`src/rtl/dmem_copier.sv`:
```
// Block copy / block fill engine that drives the data-memory port.
// Memory-side outputs are decoded from registered state and pointers only.
module dmem_copier #(
    parameter int WORD_W = 8,
    parameter int OP_W   = 3
) (
    input  logic                     clock,
    input  logic                     n_reset,
    input  logic                     start,
    input  logic                     mode,
    input  logic [WORD_W-OP_W-1:0]   src,
    input  logic [WORD_W-OP_W-1:0]   dst,
    input  logic [WORD_W-OP_W:0]     len,
    input  logic [WORD_W-1:0]        fill_data,
    input  logic                     abort,
    output logic                     busy,
    output logic                     done,
    output logic [WORD_W-OP_W:0]     count,
    output logic [WORD_W-OP_W-1:0]   Daddress,
    output logic [WORD_W-1:0]        Wdata,
    output logic                     WE,
    input  logic [WORD_W-1:0]        Mdata
);

    localparam int A_W = WORD_W - OP_W;

    localparam logic [1:0] ST_IDLE  = 2'd0;
    localparam logic [1:0] ST_READ  = 2'd1;
    localparam logic [1:0] ST_WRITE = 2'd2;
    localparam logic [1:0] ST_DONE  = 2'd3;

    localparam logic [A_W-1:0] PTR_ONE = {{(A_W-1){1'b0}}, 1'b1};
    localparam logic [A_W:0]   CNT_ONE = {{A_W{1'b0}}, 1'b1};
    localparam logic [A_W:0]   CNT_ZERO = {(A_W+1){1'b0}};

    logic [1:0]        state_r;
    logic [1:0]        state_s;
    logic              mode_r;
    logic [A_W-1:0]    src_ptr_r;
    logic [A_W-1:0]    dst_ptr_r;
    logic [A_W:0]      remaining_r;
    logic [A_W:0]      count_r;
    logic [WORD_W-1:0] fill_r;
    logic [WORD_W-1:0] data_r;

    // Next-state selection; abort only acts outside IDLE.
    always_comb begin
        state_s = state_r;
        case (state_r)
            ST_IDLE: begin
                if (start) begin
                    if (len == CNT_ZERO) begin
                        state_s = ST_DONE;
                    end else if (mode) begin
                        state_s = ST_WRITE;
                    end else begin
                        state_s = ST_READ;
                    end
                end else begin
                    state_s = ST_IDLE;
                end
            end
            ST_READ: begin
                if (abort) begin
                    state_s = ST_IDLE;
                end else begin
                    state_s = ST_WRITE;
                end
            end
            ST_WRITE: begin
                if (abort) begin
                    state_s = ST_IDLE;
                end else if (remaining_r == CNT_ONE) begin
                    state_s = ST_DONE;
                end else if (mode_r) begin
                    state_s = ST_WRITE;
                end else begin
                    state_s = ST_READ;
                end
            end
            ST_DONE: begin
                state_s = ST_IDLE;
            end
            default: begin
                state_s = ST_IDLE;
            end
        endcase
    end

    // State, command capture, pointers and word counters.
    always_ff @(posedge clock or negedge n_reset) begin
        if (!n_reset) begin
            state_r     <= ST_IDLE;
            mode_r      <= 1'b0;
            src_ptr_r   <= {A_W{1'b0}};
            dst_ptr_r   <= {A_W{1'b0}};
            remaining_r <= CNT_ZERO;
            count_r     <= CNT_ZERO;
            fill_r      <= {WORD_W{1'b0}};
            data_r      <= {WORD_W{1'b0}};
        end else begin
            state_r <= state_s;
            case (state_r)
                ST_IDLE: begin
                    if (start) begin
                        mode_r      <= mode;
                        src_ptr_r   <= src;
                        dst_ptr_r   <= dst;
                        remaining_r <= len;
                        fill_r      <= fill_data;
                        count_r     <= CNT_ZERO;
                    end
                end
                ST_READ: begin
                    data_r    <= Mdata;
                    src_ptr_r <= src_ptr_r + PTR_ONE;
                end
                ST_WRITE: begin
                    // The write presented this cycle lands even when aborted.
                    dst_ptr_r   <= dst_ptr_r + PTR_ONE;
                    count_r     <= count_r + CNT_ONE;
                    remaining_r <= remaining_r - CNT_ONE;
                end
                default: begin
                end
            endcase
        end
    end

    // Memory port and status decode from registered state.
    always_comb begin
        Daddress = {A_W{1'b0}};
        Wdata    = {WORD_W{1'b0}};
        WE       = 1'b0;
        busy     = 1'b0;
        done     = 1'b0;
        case (state_r)
            ST_READ: begin
                Daddress = src_ptr_r;
                busy     = 1'b1;
            end
            ST_WRITE: begin
                Daddress = dst_ptr_r;
                WE       = 1'b1;
                busy     = 1'b1;
                if (mode_r) begin
                    Wdata = fill_r;
                end else begin
                    Wdata = data_r;
                end
            end
            ST_DONE: begin
                done = 1'b1;
            end
            default: begin
            end
        endcase
    end

    assign count = count_r;

endmodule

```
`config.mk`:
```
export PLATFORM = sky130hd
export DESIGN_NAME = dmem_copier
export DESIGN_NICKNAME = d
export VERILOG_FILES = /design/src/rtl/dmem_copier.sv
export SDC_FILE = /design/constraint.sdc
export NUM_CORES = 1
export LEC_CHECK = 0
export ABC_CLOCK_PERIOD_IN_PS = 3400
export BUFFER_PORTS_ARGS = -buffer_cell sky130_fd_sc_hd__buf_2
export CAP_MARGIN = 15
export CORE_ASPECT_RATIO = 0.9
export CORE_MARGIN = 3
export CORE_UTILIZATION = 25
export DETAILED_ROUTE_END_ITERATION = 10
export PLACE_DENSITY_LB_ADDON = 0.15
export SETUP_SLACK_MARGIN = 0.05
export SLEW_MARGIN = 20
export SYNTH_ARGS = -nofsm -noshare
export SYNTH_HDL_FRONTEND = slang
export SYNTH_SLANG_ARGS = --single-unit
```
`constraint.sdc`:
```
create_clock -name clock -period 3.4 [get_ports clock]
set_clock_uncertainty 0.2 [all_clocks]
set_input_delay 1.02 -clock clock [delete_from_list [all_inputs] [get_ports clock]]
set_output_delay 1.02 -clock clock [all_outputs]
set_load 0.005 [all_outputs]
```
==> flow_summary.html, run 1 <==
<table>
<tr><th>Metric</th><th>Value</th></tr>
<tr><th colspan="2">Outcome</th></tr>
<tr><td>Run status</td><td>complete, no violations</td></tr>
<tr><th colspan="2">STA</th></tr>
<tr><td>Sum Neg Setup Slack</td><td>0 ps</td></tr>
<tr><td>Tightest slew margin relative to the limit</td><td>62.4%</td></tr>
<tr><td>FMAX</td><td>337 MHz</td></tr>
<tr><td>Worst-Margin Slew</td><td>~560 ps</td></tr>
<tr><td>Setup-violating endpoint count in the final report</td><td>0</td></tr>
<tr><td>Slew Limit Fails</td><td>0</td></tr>
<tr><td>Fin crit period</td><td>2960 ps</td></tr>
<tr><td>Post-route clock period utilization</td><td>slightly below 90%</td></tr>
<tr><td>Final Hold Slack</td><td>313 ps</td></tr>
<tr><td>Setup repair after global routing missed its margin</td><td>false</td></tr>
<tr><td>Hold violation total from the final report</td><td>0</td></tr>
<tr><th colspan="2">Clock tree</th></tr>
<tr><td>TritonCTS sink count</td><td>41</td></tr>
<tr><td>Clock latency of the later-clocked register in the worst-skew pair</td><td>between 200 and 300 ps</td></tr>
<tr><td>Cts bufs inserted</td><td>5</td></tr>
<tr><td>Post-CTS Resized</td><td>0</td></tr>
<tr><td>H-tree depth reported by CTS</td><td>2</td></tr>
<tr><td>Clk root buf</td><td>sky130_fd_sc_hd__clkbuf_8</td></tr>
<tr><td>Clock transition at the registers of the reported paths</td><td>90 ps</td></tr>
<tr><td>Post-CTS setup buffers</td><td>0</td></tr>
<tr><td>Count of hold-fix buffers inserted at cts</td><td>0</td></tr>
<tr><td>Maximum count of clock buffers along a single path</td><td>2</td></tr>
<tr><td>CTS tree</td><td>built</td></tr>
<tr><th colspan="2">Layout</th></tr>
<tr><td>Filler cell count in the final layout</td><td>roughly 1000</td></tr>
<tr><td>Final Non-Filler Cells</td><td>between 400 and 500</td></tr>
<tr><td>Number of inserted diodes</td><td>0</td></tr>
<tr><td>Fraction of final layout cells sized beyond drive strength 1</td><td>30.9%</td></tr>
<tr><td>Synthesis-to-layout area growth</td><td>21.8%</td></tr>
<tr><td>Number of nets in the final layout</td><td>356</td></tr>
<tr><td>Footprint of the flip-flops and latches</td><td>1030 um2</td></tr>
<tr><td>Area taken by multi-input logic gates</td><td>1280 um2</td></tr>
<tr><td>Fraction of the core area covered by cells at the end of the flow</td><td>32.0%</td></tr>
<tr><th colspan="2">Job</th></tr>
<tr><td>Max-cap violations</td><td>0</td></tr>
<tr><th colspan="2">Routing</th></tr>
<tr><td>Number of search-and-repair iterations in the first detailed-routing pass</td><td>4</td></tr>
<tr><td>Average vias per placed instance</td><td>4.87</td></tr>
<tr><td>Total Routed Length</td><td>between 6 and 7 mm</td></tr>
<tr><td>Wire length per cell after detailed routing</td><td>15.2 um</td></tr>
<tr><td>Starting DRT DRC Count</td><td>54</td></tr>
<tr><td>Residual antenna-violating net count after detailed routing</td><td>0</td></tr>
<tr><td>Via count of the routed design</td><td>2108</td></tr>
<tr><td>Residual DRC count</td><td>0</td></tr>
<tr><th colspan="2">Placed design</th></tr>
<tr><td>DP Wirelength</td><td>4.73 mm</td></tr>
<tr><td>Routability-driven placement congestion ratio</td><td>0.780</td></tr>
<tr><td>Number of cells in the design after placement</td><td>425</td></tr>
<tr><td>Number of buffer cells added on primary ports</td><td>58</td></tr>
<tr><th colspan="2">Global route</th></tr>
<tr><td>Final global-route overflow total</td><td>0</td></tr>
<tr><td>Largest net degree at the start of global routing</td><td>28</td></tr>
<tr><td>Via count of the first global-routing pass</td><td>2082</td></tr>
<tr><td>First-pass GRT wire length</td><td>around 11 mm</td></tr>
<tr><td>Total routing usage reported by global routing</td><td>12.2%</td></tr>
<tr><td>Initial antenna violation count</td><td>1</td></tr>
<tr><th colspan="2">Synthesis</th></tr>
<tr><td>Synthesized-area fraction occupied by and/or/nand/nor cells</td><td>15.9%</td></tr>
<tr><td>Post-synthesis mux area share</td><td>between 10% and 20%</td></tr>
<tr><td>Dominant combinational cell family by area after synthesis</td><td>compound AO/OA/AOI/OAI gates</td></tr>
<tr><td>Count of yosys warnings during synthesis</td><td>0</td></tr>
<tr><td>Seq/Total Area, Yosys</td><td>42.1%</td></tr>
<tr><td>Count of cell types in the netlist</td><td>43</td></tr>
<tr><td>Synth async-reset ratio</td><td>100%</td></tr>
<tr><td>Post-synthesis sequential element count</td><td>41</td></tr>
<tr><td>Post-synthesis area per instance</td><td>9.53 um2</td></tr>
<tr><td>Main flop type after synthesis</td><td>sky130_fd_sc_hd__dfrtp_1</td></tr>
<tr><td>Compound-cell area share of the yosys netlist</td><td>about a fifth</td></tr>
<tr><td>Combined area of all synthesized cells</td><td>about 2400 um2</td></tr>
<tr><td>Post-Synth XOR/XNOR Area</td><td>less than 1%</td></tr>
<tr><td>Syn Nets</td><td>302</td></tr>
<tr><td>Cells after Synth</td><td>between 200 and 300</td></tr>
<tr><td>Synthesized-area fraction occupied by adder cells</td><td>4.62%</td></tr>
<tr><td>Number of enable-type register cells in the synthesized netlist</td><td>0</td></tr>
<tr><th colspan="2">Worst setup path</th></tr>
<tr><td>CP Max Fanout</td><td>25</td></tr>
<tr><td>Worst path slowest cell</td><td>sky130_fd_sc_hd__dfrtp_1</td></tr>
<tr><td>Series of cell instances along the critical path</td><td>inv_1 -&gt; ha_1 -&gt; buf_4 -&gt; buf_2</td></tr>
<tr><td>R2r setup slk</td><td>1250 ps</td></tr>
<tr><td>Sort of element at the end of the critical path</td><td>primary output</td></tr>
<tr><td>Worst Path Class, Setup</td><td>flip-flop to primary output</td></tr>
<tr><td>Arrival time worst endpoint</td><td>roughly 1700 ps</td></tr>
<tr><td>Slowest stage delay, CP</td><td>410 ps</td></tr>
<tr><td>Element type at the critical path start</td><td>flip-flop</td></tr>
<tr><td>Critical Path RT</td><td>around 2200 ps</td></tr>
<tr><th colspan="2">Floorplanning</th></tr>
<tr><td>Number of placement rows</td><td>33</td></tr>
<tr><td>I/O pins</td><td>59</td></tr>
<tr><td>Height of the chip</td><td>99.7 um</td></tr>
<tr><td>Full die area</td><td>11000 um2</td></tr>
<tr><td>Starting density of the core</td><td>26.2%</td></tr>
<tr><td>Placeable core area</td><td>9290 um2</td></tr>
<tr><td>Width of the chip</td><td>110 um</td></tr>
<tr><th colspan="2">Pwr</th></tr>
<tr><td>Pwr dens</td><td>621 nW/um2</td></tr>
<tr><td>Maximum vdd drop</td><td>between 0.00015 and 0.0002 V</td></tr>
<tr><td>Leakage</td><td>1.34 nW</td></tr>
<tr><th colspan="2">Min path</th></tr>
<tr><td>Min-delay worst type</td><td>flip-flop to flip-flop</td></tr>
</table>
-- power by group --
part           total (W)  switching [W]  internal, W
logic           0.000562       0.000279     0.000283
clock network   0.000490       0.000194     0.000296
registers       0.000794       0.000166     0.000628
-- registers in the layout (all words and copies together) (netlist names) --
name and count:
state_r 2, src_ptr_r 5, mode_r 1, count 6, data_r 8, fill_r 8, dst_ptr_r 5, remaining_r 6
-- cell families (layout without fill, tap and decap cells) --
family,after synthesis,after routing
fa+ha+maj,9,9
mux,27,27
simple gates,75,75
xor+xnor,1,1
buf+inv,26,81
compound gates,77,77
flops,41,41
-- synthesized netlist by cell type (2+ instances only) --
master / n / area [um2]
sky130_fd_sc_hd__nor3b_1: 2 / 15.0
sky130_fd_sc_hd__nor4_1: 2 / 12.5
sky130_fd_sc_hd__o22ai_1: 15 / 93.8
sky130_fd_sc_hd__buf_2: 12 / 60.1
sky130_fd_sc_hd__mux2_2: 18 / 203
sky130_fd_sc_hd__a21oi_1: 20 / 100
sky130_fd_sc_hd__o21ai_0: 18 / 90.1
sky130_fd_sc_hd__a22oi_1: 4 / 30.0
sky130_fd_sc_hd__ha_1: 9 / 113
sky130_fd_sc_hd__dfrtp_1: 41 / 1030
sky130_fd_sc_hd__mux2i_1: 9 / 90.1
sky130_fd_sc_hd__nor3_1: 5 / 25.0
sky130_fd_sc_hd__nand4_1: 3 / 18.8
sky130_fd_sc_hd__o22a_1: 6 / 52.6
sky130_fd_sc_hd__inv_1: 7 / 26.3
sky130_fd_sc_hd__clkbuf_1: 2 / 7.51
sky130_fd_sc_hd__nand2_1: 7 / 26.3
sky130_fd_sc_hd__buf_4: 3 / 22.5
sky130_fd_sc_hd__nor2_1: 22 / 82.6
sky130_fd_sc_hd__and3_1: 6 / 37.5
sky130_fd_sc_hd__a31oi_1: 3 / 18.8
sky130_fd_sc_hd__o32ai_1: 2 / 17.5
sky130_fd_sc_hd__nor2b_1: 8 / 50.1
sky130_fd_sc_hd__nand3_1: 13 / 65.1
-- cells in the final DEF, fill, tap and decap left out, types with 2 or more instances in the layout --
master / count
sky130_fd_sc_hd__a22oi_1: 4
sky130_fd_sc_hd__nand4_1: 3
sky130_fd_sc_hd__ha_1: 9
sky130_fd_sc_hd__o21ai_0: 18
sky130_fd_sc_hd__mux2i_1: 9
sky130_fd_sc_hd__nor2_1: 22
sky130_fd_sc_hd__dfrtp_1: 41
sky130_fd_sc_hd__a21oi_1: 20
sky130_fd_sc_hd__buf_4: 7
sky130_fd_sc_hd__buf_2: 58
sky130_fd_sc_hd__and3_1: 6
sky130_fd_sc_hd__inv_1: 7
sky130_fd_sc_hd__nand2_1: 7
sky130_fd_sc_hd__a31oi_1: 3
sky130_fd_sc_hd__o22ai_1: 15
sky130_fd_sc_hd__nor3b_1: 2
sky130_fd_sc_hd__o22a_1: 6
sky130_fd_sc_hd__nand3_1: 13
sky130_fd_sc_hd__mux2_2: 18
sky130_fd_sc_hd__nor2b_1: 8
sky130_fd_sc_hd__bufinv_16: 2
sky130_fd_sc_hd__nor3_1: 5
sky130_fd_sc_hd__clkbuf_8: 5
sky130_fd_sc_hd__o32ai_1: 2
sky130_fd_sc_hd__nor4_1: 2
-- metal layers --
metal | part of all wire (%) | global-route usage, % | vias to the layer above
met5 | 0.14 | 0 | -
met4 | 0.62 | 3.22 | 2
met3 | 7.6 | 4.09 | 7
met2 | 43 | 18.0 | 56
met1 | 48 | 17.0 | 995
li1 | - | - | 1048
-- critical path: cells and delay by family (launching register included) --
family	cells	cell delay [ps]
buffers and inverters	3	640
DFF	1	410
adders and majority gates	1	410
-- worst paths after layout --
path,from,to,depth (start not counted)
setup / recovery,state_r[0],WE,4
hold / removal,fill_r[2],fill_r[2],1
min in group asynchronous,n_reset,src_ptr_r[4],1
setup reg to reg,state_r[0],dst_ptr_r[4],7
max in group asynchronous,n_reset,remaining_r[3],2
hold reg to reg,fill_r[2],fill_r[2],1
-- stage by stage --
| step | cell area, um2 | setup slack [ps] | total power, W |
|---|---|---|---|
| 3_5_place_dp | 2830 | 757 | 0.00137 |
| 4_1_cts | 2970 | 408 | 0.00187 |
| 6_report | 2970 | 436 | 0.00185 |
| 2_1_floorplan | 2440 | 882 | 0.00119 |
| 3_3_place_gp | 2830 | 786 | 0.00137 |
| 5_1_grt | 2970 | 277 | 0.00197 |
-- cell type report --
cell class,instances,area share [%]
inverter,8,1.01
timing repair buffer,65,11.5
tap,122,5.14
clock buffer,5,2.32
clock inverter,3,2.32
sequential,41,34.5
multi-input combinational,189,43.1
Power figures use the tool's default switching activity.
==> run 2, diff against run 1 <==
--- a/config.mk
+++ b/config.mk
@@ -8,7 +8,6 @@
 export ABC_CLOCK_PERIOD_IN_PS = 3400
 export BUFFER_PORTS_ARGS = -buffer_cell sky130_fd_sc_hd__buf_2
 export CAP_MARGIN = 15
-export CORE_ASPECT_RATIO = 0.9
 export CORE_MARGIN = 3
 export CORE_UTILIZATION = 25
 export DETAILED_ROUTE_END_ITERATION = 10
==> run 2 against run 1 <==
Against the previous run: clock power decreased by 32%; critical path depth is 1 higher; die area hardly changed; wire length rose by 1.8%; sequential power barely moved; global-route usage rose by 0.55 points; clock-buffer cell count rose by 2; sequential share of layout area increased by 0.59 points; final area fell by 1.7%; power is 8.8% lower; sequential cell count unchanged; combinational power down 1%; critical endpoint is now Daddress[3].
==> flow_summary.html, run 2 (same netlist as run 1, synthesis figures left out) <==
<table>
<tr><th>Metric</th><th>Value</th></tr>
<tr><th colspan="2">Outcome</th></tr>
<tr><td>Run status</td><td>complete, no violations</td></tr>
<tr><th colspan="2">Placed design</th></tr>
<tr><td>Routability-driven placement congestion ratio</td><td>0.795</td></tr>
<tr><td>DP Wirelength</td><td>~4.7 mm</td></tr>
<tr><td>Placed cell areas</td><td>2830 um2</td></tr>
<tr><td>Number of buffer cells added on primary ports</td><td>58</td></tr>
<tr><td>Number of cells in the design after placement</td><td>approximately 430</td></tr>
<tr><th colspan="2">Worst setup path</th></tr>
<tr><td>Arrival time worst endpoint</td><td>1800 ps</td></tr>
<tr><td>Origin of the worst setup path</td><td>state_r[1]</td></tr>
<tr><td>Element type at the critical path start</td><td>flip-flop</td></tr>
<tr><td>Critical Path RT</td><td>approximately 2200 ps</td></tr>
<tr><td>Series of cell instances along the critical path</td><td>inv_1 -&gt; ha_1 -&gt; a22oi_1 -&gt; nor2b_1 -&gt; buf_2</td></tr>
<tr><td>Worst Path Class, Setup</td><td>flip-flop to primary output</td></tr>
<tr><td>Slowest stage delay, CP</td><td>570 ps</td></tr>
<tr><td>CP Max Fanout</td><td>18</td></tr>
<tr><td>Reg2reg start</td><td>state_r[0]</td></tr>
<tr><td>Sort of element at the end of the critical path</td><td>primary output</td></tr>
<tr><td>Worst path slowest cell</td><td>sky130_fd_sc_hd__ha_1</td></tr>
<tr><th colspan="2">Min path</th></tr>
<tr><td>Worst Hold Launch</td><td>fill_r[5]</td></tr>
<tr><td>Min-delay worst type</td><td>flip-flop to flip-flop</td></tr>
<tr><th colspan="2">Pwr</th></tr>
<tr><td>Leakage</td><td>1.31 nW</td></tr>
<tr><td>Pwr dens</td><td>576 nW/um2</td></tr>
<tr><td>Maximum vdd drop</td><td>0.000188 V</td></tr>
<tr><th colspan="2">Clock tree</th></tr>
<tr><td>Count of hold-fix buffers inserted at cts</td><td>0</td></tr>
<tr><td>TritonCTS sink count</td><td>between 40 and 50</td></tr>
<tr><td>Maximum count of clock buffers along a single path</td><td>2</td></tr>
<tr><td>Clk root buf</td><td>sky130_fd_sc_hd__clkbuf_8</td></tr>
<tr><td>H-tree depth reported by CTS</td><td>2</td></tr>
<tr><td>Cts bufs inserted</td><td>5</td></tr>
<tr><td>Clock latency of the later-clocked register in the worst-skew pair</td><td>290 ps</td></tr>
<tr><td>Clock transition at the registers of the reported paths</td><td>80 ps</td></tr>
<tr><td>Post-CTS Resized</td><td>0</td></tr>
<tr><td>Post-CTS setup buffers</td><td>0</td></tr>
<tr><td>CTS tree</td><td>built</td></tr>
<tr><th colspan="2">Routing</th></tr>
<tr><td>Number of search-and-repair iterations in the first detailed-routing pass</td><td>4</td></tr>
<tr><td>Residual antenna-violating net count after detailed routing</td><td>0</td></tr>
<tr><td>Average vias per placed instance</td><td>a little under 5</td></tr>
<tr><td>Total Routed Length</td><td>6.72 mm</td></tr>
<tr><td>Wire length per cell after detailed routing</td><td>15.3 um</td></tr>
<tr><td>Starting DRT DRC Count</td><td>86</td></tr>
<tr><td>Residual DRC count</td><td>0</td></tr>
<tr><td>Via count of the routed design</td><td>2115</td></tr>
<tr><th colspan="2">Layout</th></tr>
<tr><td>Number of nets in the final layout</td><td>355</td></tr>
<tr><td>Filler cell count in the final layout</td><td>1040</td></tr>
<tr><td>Biggest registers after layout</td><td>data_r x8, fill_r x8</td></tr>
<tr><td>Leading cell type in the layout, fill and taps excluded</td><td>sky130_fd_sc_hd__buf_2</td></tr>
<tr><td>Post-route cell area</td><td>approximately 2900 um2</td></tr>
<tr><td>Fraction of final layout cells sized beyond drive strength 1</td><td>30.1%</td></tr>
<tr><td>Area taken by multi-input logic gates</td><td>1280 um2</td></tr>
<tr><td>Final Non-Filler Cells</td><td>438</td></tr>
<tr><td>Number of inserted diodes</td><td>0</td></tr>
<tr><td>Footprint of the flip-flops and latches</td><td>between 1000 and 1500 um2</td></tr>
<tr><td>Highest-count cells in the layout ignoring fill and taps</td><td>sky130_fd_sc_hd__buf_2, sky130_fd_sc_hd__dfrtp_1, sky130_fd_sc_hd__nor2_1</td></tr>
<tr><td>Synthesis-to-layout area growth</td><td>19.8%</td></tr>
<tr><th colspan="2">Floorplanning</th></tr>
<tr><td>I/O pins</td><td>~60</td></tr>
<tr><td>Placeable core area</td><td>9370 um2</td></tr>
<tr><td>Number of placement rows</td><td>35</td></tr>
<tr><td>Height of the chip</td><td>105 um</td></tr>
<tr><td>Starting density of the core</td><td>26.0%</td></tr>
<tr><td>Full die area</td><td>~11000 um2</td></tr>
<tr><td>Width of the chip</td><td>about 100 um</td></tr>
<tr><th colspan="2">STA</th></tr>
<tr><td>Post-route clock period utilization</td><td>89.0%</td></tr>
<tr><td>Fin crit period</td><td>a little over 3000 ps</td></tr>
<tr><td>Setup-violating endpoint count in the final report</td><td>0</td></tr>
<tr><td>Hold violation total from the final report</td><td>0</td></tr>
<tr><td>Setup repair after global routing missed its margin</td><td>false</td></tr>
<tr><td>Worst-Margin Slew</td><td>715 ps</td></tr>
<tr><td>Tightest slew margin relative to the limit</td><td>52.4%</td></tr>
<tr><td>FMAX</td><td>331 MHz</td></tr>
<tr><td>Sum Neg Setup Slack</td><td>0 ps</td></tr>
<tr><td>Slew Limit Fails</td><td>0</td></tr>
<tr><th colspan="2">Global route</th></tr>
<tr><td>Met1 demand-to-capacity share in global routing</td><td>17.3%</td></tr>
<tr><td>Met2 layer usage reported by global route</td><td>19.8%</td></tr>
<tr><td>Final global-route overflow total</td><td>0</td></tr>
<tr><td>Total routing usage reported by global routing</td><td>12.7%</td></tr>
<tr><td>First-pass GRT wire length</td><td>11.3 mm</td></tr>
<tr><td>Busiest layer in global routing</td><td>met2</td></tr>
<tr><td>Largest net degree at the start of global routing</td><td>34</td></tr>
<tr><td>Initial antenna violation count</td><td>0</td></tr>
<tr><td>GRT met3 Usage</td><td>3.71%</td></tr>
<tr><td>Via count of the first global-routing pass</td><td>2176</td></tr>
<tr><th colspan="2">Job</th></tr>
<tr><td>Max-cap violations</td><td>0</td></tr>
</table>
## run 2: cell count changes in the layout (fill, tap and decap cells not counted), sizes merged
cell	delta
buf	-1
bufinv	-2
clkbuf	+2
inv	-1
## run 2: worst paths after layout
path,slack (ps),endpoint,cells past startpoint
max in group asynchronous,1920,fill_r[3],2
max,380,Daddress[3],5
min in group asynchronous,370,count[4],1
min,310,fill_r[5],1
max reg2reg,1210,remaining_r[4],7
min reg2reg,310,fill_r[5],1
## run 2: per-layer routing
metal	wire (um)	up-vias
li1	-	1050
met1	3150	1001
met2	3010	56
met3	469	8
met4	97	0
met5	0	-
## run 2: cell type report
class,count,share of cell area (%)
Tap cell,129,5.53
Sequential cell,41,35.1
Clock buffer,7,2.96
Multi-Input combinational cell,189,43.9
Inverter,8,1.03
Timing Repair Buffer,64,11.5
## run 2: power breakdown
group	switching [W]	total [W]	internal, W	leakage [nW]
Combinational	0.000274	0.000554	0.000280	0.776
Sequential	0.000169	0.000797	0.000628	0.486
Clock	0.000171	0.000332	0.000162	0.0443
Total	0.000613	0.00168	0.00107	1.31
## run 2: per-stage QoR
| stage | hold slack, ps | worst slack (ps) | power [W] | utilization [%] |
|---|---|---|---|---|
| final | 312 | 376 | 0.00168 | 31.2 |
| after global routing | 331 | 176 | 0.00184 | 31.2 |
| after CTS | 314 | 351 | 0.00171 | 31.2 |
| after detailed placement | 296 | 635 | 0.00137 | 30.2 |
| after global placement | 289 | 681 | 0.00136 | 30.2 |
| after floorplan | 279 | 882 | 0.00119 | - |
## run 2: worst max-delay path: cells and delay by family, from the launching register on
family          cells  cell delay [ps]
fa+ha+maj           1              570
buf+inv             2              200
simple gates        1              130
flops               1              400
compound gates      1              210
==> run 3, diff against run 2 <==
--- a/config.mk
+++ b/config.mk
@@ -11,6 +11,7 @@
 export CORE_MARGIN = 3
 export CORE_UTILIZATION = 25
 export DETAILED_ROUTE_END_ITERATION = 10
+export MAX_ROUTING_LAYER = met4
 export PLACE_DENSITY_LB_ADDON = 0.15
 export SETUP_SLACK_MARGIN = 0.05
 export SLEW_MARGIN = 20
==> run 3 against run 2 <==
Against the previous run: global-route usage up 0.36 points; register-to-register slack barely moved; critical path type unchanged; non-clock buffer count is the same; core utilization stayed put; final area is the same; fmax barely moved; sequential cell count stayed put; sequential share of layout area unchanged; final cell count is the same.
==> flow_summary.html, run 3 (same netlist as run 1, synthesis figures left out) <==
<table>
<tr><th>Metric</th><th>Value</th></tr>
<tr><th colspan="2">Outcome</th></tr>
<tr><td>Run status</td><td>complete, no violations</td></tr>
<tr><th colspan="2">Clock tree</th></tr>
<tr><td>CTS tree</td><td>built</td></tr>
<tr><td>TritonCTS sink count</td><td>41</td></tr>
<tr><td>Post-CTS setup buffers</td><td>0</td></tr>
<tr><td>Maximum count of clock buffers along a single path</td><td>2</td></tr>
<tr><td>Clock latency of the later-clocked register in the worst-skew pair</td><td>290 ps</td></tr>
<tr><td>Post-CTS Resized</td><td>0</td></tr>
<tr><td>Clock transition at the registers of the reported paths</td><td>approximately 80 ps</td></tr>
<tr><td>Clk root buf</td><td>sky130_fd_sc_hd__clkbuf_8</td></tr>
<tr><td>Count of hold-fix buffers inserted at cts</td><td>0</td></tr>
<tr><td>Cts bufs inserted</td><td>5</td></tr>
<tr><td>H-tree depth reported by CTS</td><td>2</td></tr>
<tr><th colspan="2">Placed design</th></tr>
<tr><td>Routability-driven placement congestion ratio</td><td>0.807</td></tr>
<tr><td>Placed cell areas</td><td>2830 um2</td></tr>
<tr><td>Number of buffer cells added on primary ports</td><td>58</td></tr>
<tr><td>Placement-stage worst setup slack</td><td>635 ps</td></tr>
<tr><td>DP Wirelength</td><td>~4.7 mm</td></tr>
<tr><td>Number of cells in the design after placement</td><td>431</td></tr>
<tr><th colspan="2">Global route</th></tr>
<tr><td>Busiest layer in global routing</td><td>met2</td></tr>
<tr><td>Met1 demand-to-capacity share in global routing</td><td>17.6%</td></tr>
<tr><td>Final global-route overflow total</td><td>0</td></tr>
<tr><td>Total routing usage reported by global routing</td><td>13.1%</td></tr>
<tr><td>First-pass GRT wire length</td><td>11.3 mm</td></tr>
<tr><td>Largest net degree at the start of global routing</td><td>34</td></tr>
<tr><td>Initial antenna violation count</td><td>0</td></tr>
<tr><td>Via count of the first global-routing pass</td><td>2177</td></tr>
<tr><td>GRT met3 Usage</td><td>3.27%</td></tr>
<tr><td>Met2 layer usage reported by global route</td><td>between 10% and 20%</td></tr>
<tr><th colspan="2">Worst setup path</th></tr>
<tr><td>Worst path slowest cell</td><td>sky130_fd_sc_hd__ha_1</td></tr>
<tr><td>Series of cell instances along the critical path</td><td>inv_1 -&gt; ha_1 -&gt; a22oi_1 -&gt; nor2b_1 -&gt; buf_2</td></tr>
<tr><td>Worst Path Class, Setup</td><td>flip-flop to primary output</td></tr>
<tr><td>Crit path buf inv count</td><td>2</td></tr>
<tr><td>Arrival time worst endpoint</td><td>1800 ps</td></tr>
<tr><td>Number of cell instances on the worst register-to-register path</td><td>7</td></tr>
<tr><td>Worst path top cell family by delay</td><td>adder cells</td></tr>
<tr><td>CP Max Fanout</td><td>18</td></tr>
<tr><td>Sort of element at the end of the critical path</td><td>primary output</td></tr>
<tr><td>Critical path depth in cells</td><td>5</td></tr>
<tr><td>Slowest stage delay, CP</td><td>570 ps</td></tr>
<tr><td>Critical Path RT</td><td>2180 ps</td></tr>
<tr><td>Element type at the critical path start</td><td>flip-flop</td></tr>
<tr><th colspan="2">STA</th></tr>
<tr><td>Worst-Margin Slew</td><td>715 ps</td></tr>
<tr><td>Setup repair after global routing missed its margin</td><td>false</td></tr>
<tr><td>Setup-violating endpoint count in the final report</td><td>0</td></tr>
<tr><td>Hold violation total from the final report</td><td>0</td></tr>
<tr><td>FMAX</td><td>331 MHz</td></tr>
<tr><td>Tightest slew margin relative to the limit</td><td>52.3%</td></tr>
<tr><td>Fin crit period</td><td>3020 ps</td></tr>
<tr><td>Post-route clock period utilization</td><td>89.0%</td></tr>
<tr><td>Slew Limit Fails</td><td>0</td></tr>
<tr><td>Setup ws final</td><td>about 380 ps</td></tr>
<tr><td>Sum Neg Setup Slack</td><td>0 ps</td></tr>
<tr><th colspan="2">Pwr</th></tr>
<tr><td>Post-layout power</td><td>approximately 0.0017 W</td></tr>
<tr><td>Pwr dens</td><td>slightly below 600 nW/um2</td></tr>
<tr><td>Internal Power</td><td>approximately 0.0011 W</td></tr>
<tr><td>Clock group share of total power</td><td>19.8%</td></tr>
<tr><td>Comb pwr share</td><td>around a third</td></tr>
<tr><td>Part of the total power dissipated in sequential elements</td><td>47.3%</td></tr>
<tr><td>Maximum vdd drop</td><td>0.000187 V</td></tr>
<tr><td>Net switching power of the design</td><td>0.000613 W</td></tr>
<tr><td>Sw Ratio</td><td>36.4%</td></tr>
<tr><td>Leakage</td><td>1.31 nW</td></tr>
<tr><th colspan="2">Floorplanning</th></tr>
<tr><td>I/O pins</td><td>59</td></tr>
<tr><td>Height of the chip</td><td>approximately 100 um</td></tr>
<tr><td>Placeable core area</td><td>9370 um2</td></tr>
<tr><td>Full die area</td><td>11000 um2</td></tr>
<tr><td>Number of placement rows</td><td>35</td></tr>
<tr><td>Starting density of the core</td><td>26.0%</td></tr>
<tr><td>Width of the chip</td><td>105 um</td></tr>
<tr><th colspan="2">Job</th></tr>
<tr><td>Max-cap violations</td><td>0</td></tr>
<tr><th colspan="2">Layout</th></tr>
<tr><td>Post-route cell area</td><td>2920 um2</td></tr>
<tr><td>Final Non-Filler Cells</td><td>between 400 and 500</td></tr>
<tr><td>Leading cell type in the layout, fill and taps excluded</td><td>sky130_fd_sc_hd__buf_2</td></tr>
<tr><td>Highest-count cells in the layout ignoring fill and taps</td><td>sky130_fd_sc_hd__buf_2, sky130_fd_sc_hd__dfrtp_1, sky130_fd_sc_hd__nor2_1</td></tr>
<tr><td>Biggest registers after layout</td><td>data_r x8, fill_r x8</td></tr>
<tr><td>Fraction of final layout cells sized beyond drive strength 1</td><td>between 30% and 40%</td></tr>
<tr><td>Number of nets in the final layout</td><td>355</td></tr>
<tr><td>Number of inserted diodes</td><td>0</td></tr>
<tr><td>Synthesis-to-layout area growth</td><td>19.8%</td></tr>
<tr><th colspan="2">Min path</th></tr>
<tr><td>Min-delay worst type</td><td>flip-flop to flip-flop</td></tr>
<tr><td>Worst Hold Depth</td><td>1</td></tr>
<tr><th colspan="2">Routing</th></tr>
<tr><td>Residual antenna-violating net count after detailed routing</td><td>0</td></tr>
<tr><td>Number of search-and-repair iterations in the first detailed-routing pass</td><td>4</td></tr>
<tr><td>Average vias per placed instance</td><td>between 4 and 5</td></tr>
<tr><td>Via count of the routed design</td><td>2125</td></tr>
<tr><td>Wire length per cell after detailed routing</td><td>15.4 um</td></tr>
<tr><td>Total Routed Length</td><td>6.73 mm</td></tr>
<tr><td>Residual DRC count</td><td>0</td></tr>
<tr><td>Starting DRT DRC Count</td><td>86</td></tr>
</table>
[run 3: cell counts in the layout (fill, tap and decap cells not counted)]
No cell type changed its count.
[run 3: final cells by class]
type                            count  area, um2
Timing Repair Buffer               64        335
Inverter                            8       30.0
Fill cell                        1040       6450
Sequential cell                    41       1030
Multi-Input combinational cell    189       1280
Clock buffer                        7       86.3
Tap cell                          129        161
[run 3: power by group through the flow]
stage / Clock [W] / Combinational, W / Sequential [W]
6_report: 0.000333 / 0.000553 / 0.000796
5_1_grt: 0.000374 / 0.000642 / 0.000828
4_1_cts: 0.000351 / 0.000562 / 0.000796
3_5_place_dp: 0 / 0.000561 / 0.000804
3_3_place_gp: 0 / 0.000555 / 0.000807
2_1_floorplan: 0 / 0.000440 / 0.000747
[run 3: through the flow]
stage / hold WS, ps / util (%)
floorplan: 279 / -
global placement: 289 / 30.2
finish: 312 / 31.2
CTS: 314 / 31.2
detailed placement: 296 / 30.2
global route: 331 / 31.2
[run 3: path summary, 6_finish.rpt]
check	slack (ps)	startpoint	endpoint
setup / recovery	380	state_r[1]	Daddress[1]
hold / removal	310	fill_r[5]	fill_r[5]
setup reg to reg	1200	state_r[0]	remaining_r[4]
hold reg to reg	310	fill_r[5]	fill_r[5]
max in group asynchronous	1920	n_reset	fill_r[3]
min in group asynchronous	370	n_reset	count[4]
[run 3: routing by layer]
layer | routed length (um) | vias up
met4 | 91 | 0
met2 | 3020 | 67
met3 | 441 | 8
met5 | 0 | -
met1 | 3180 | 1002
li1 | - | 1048
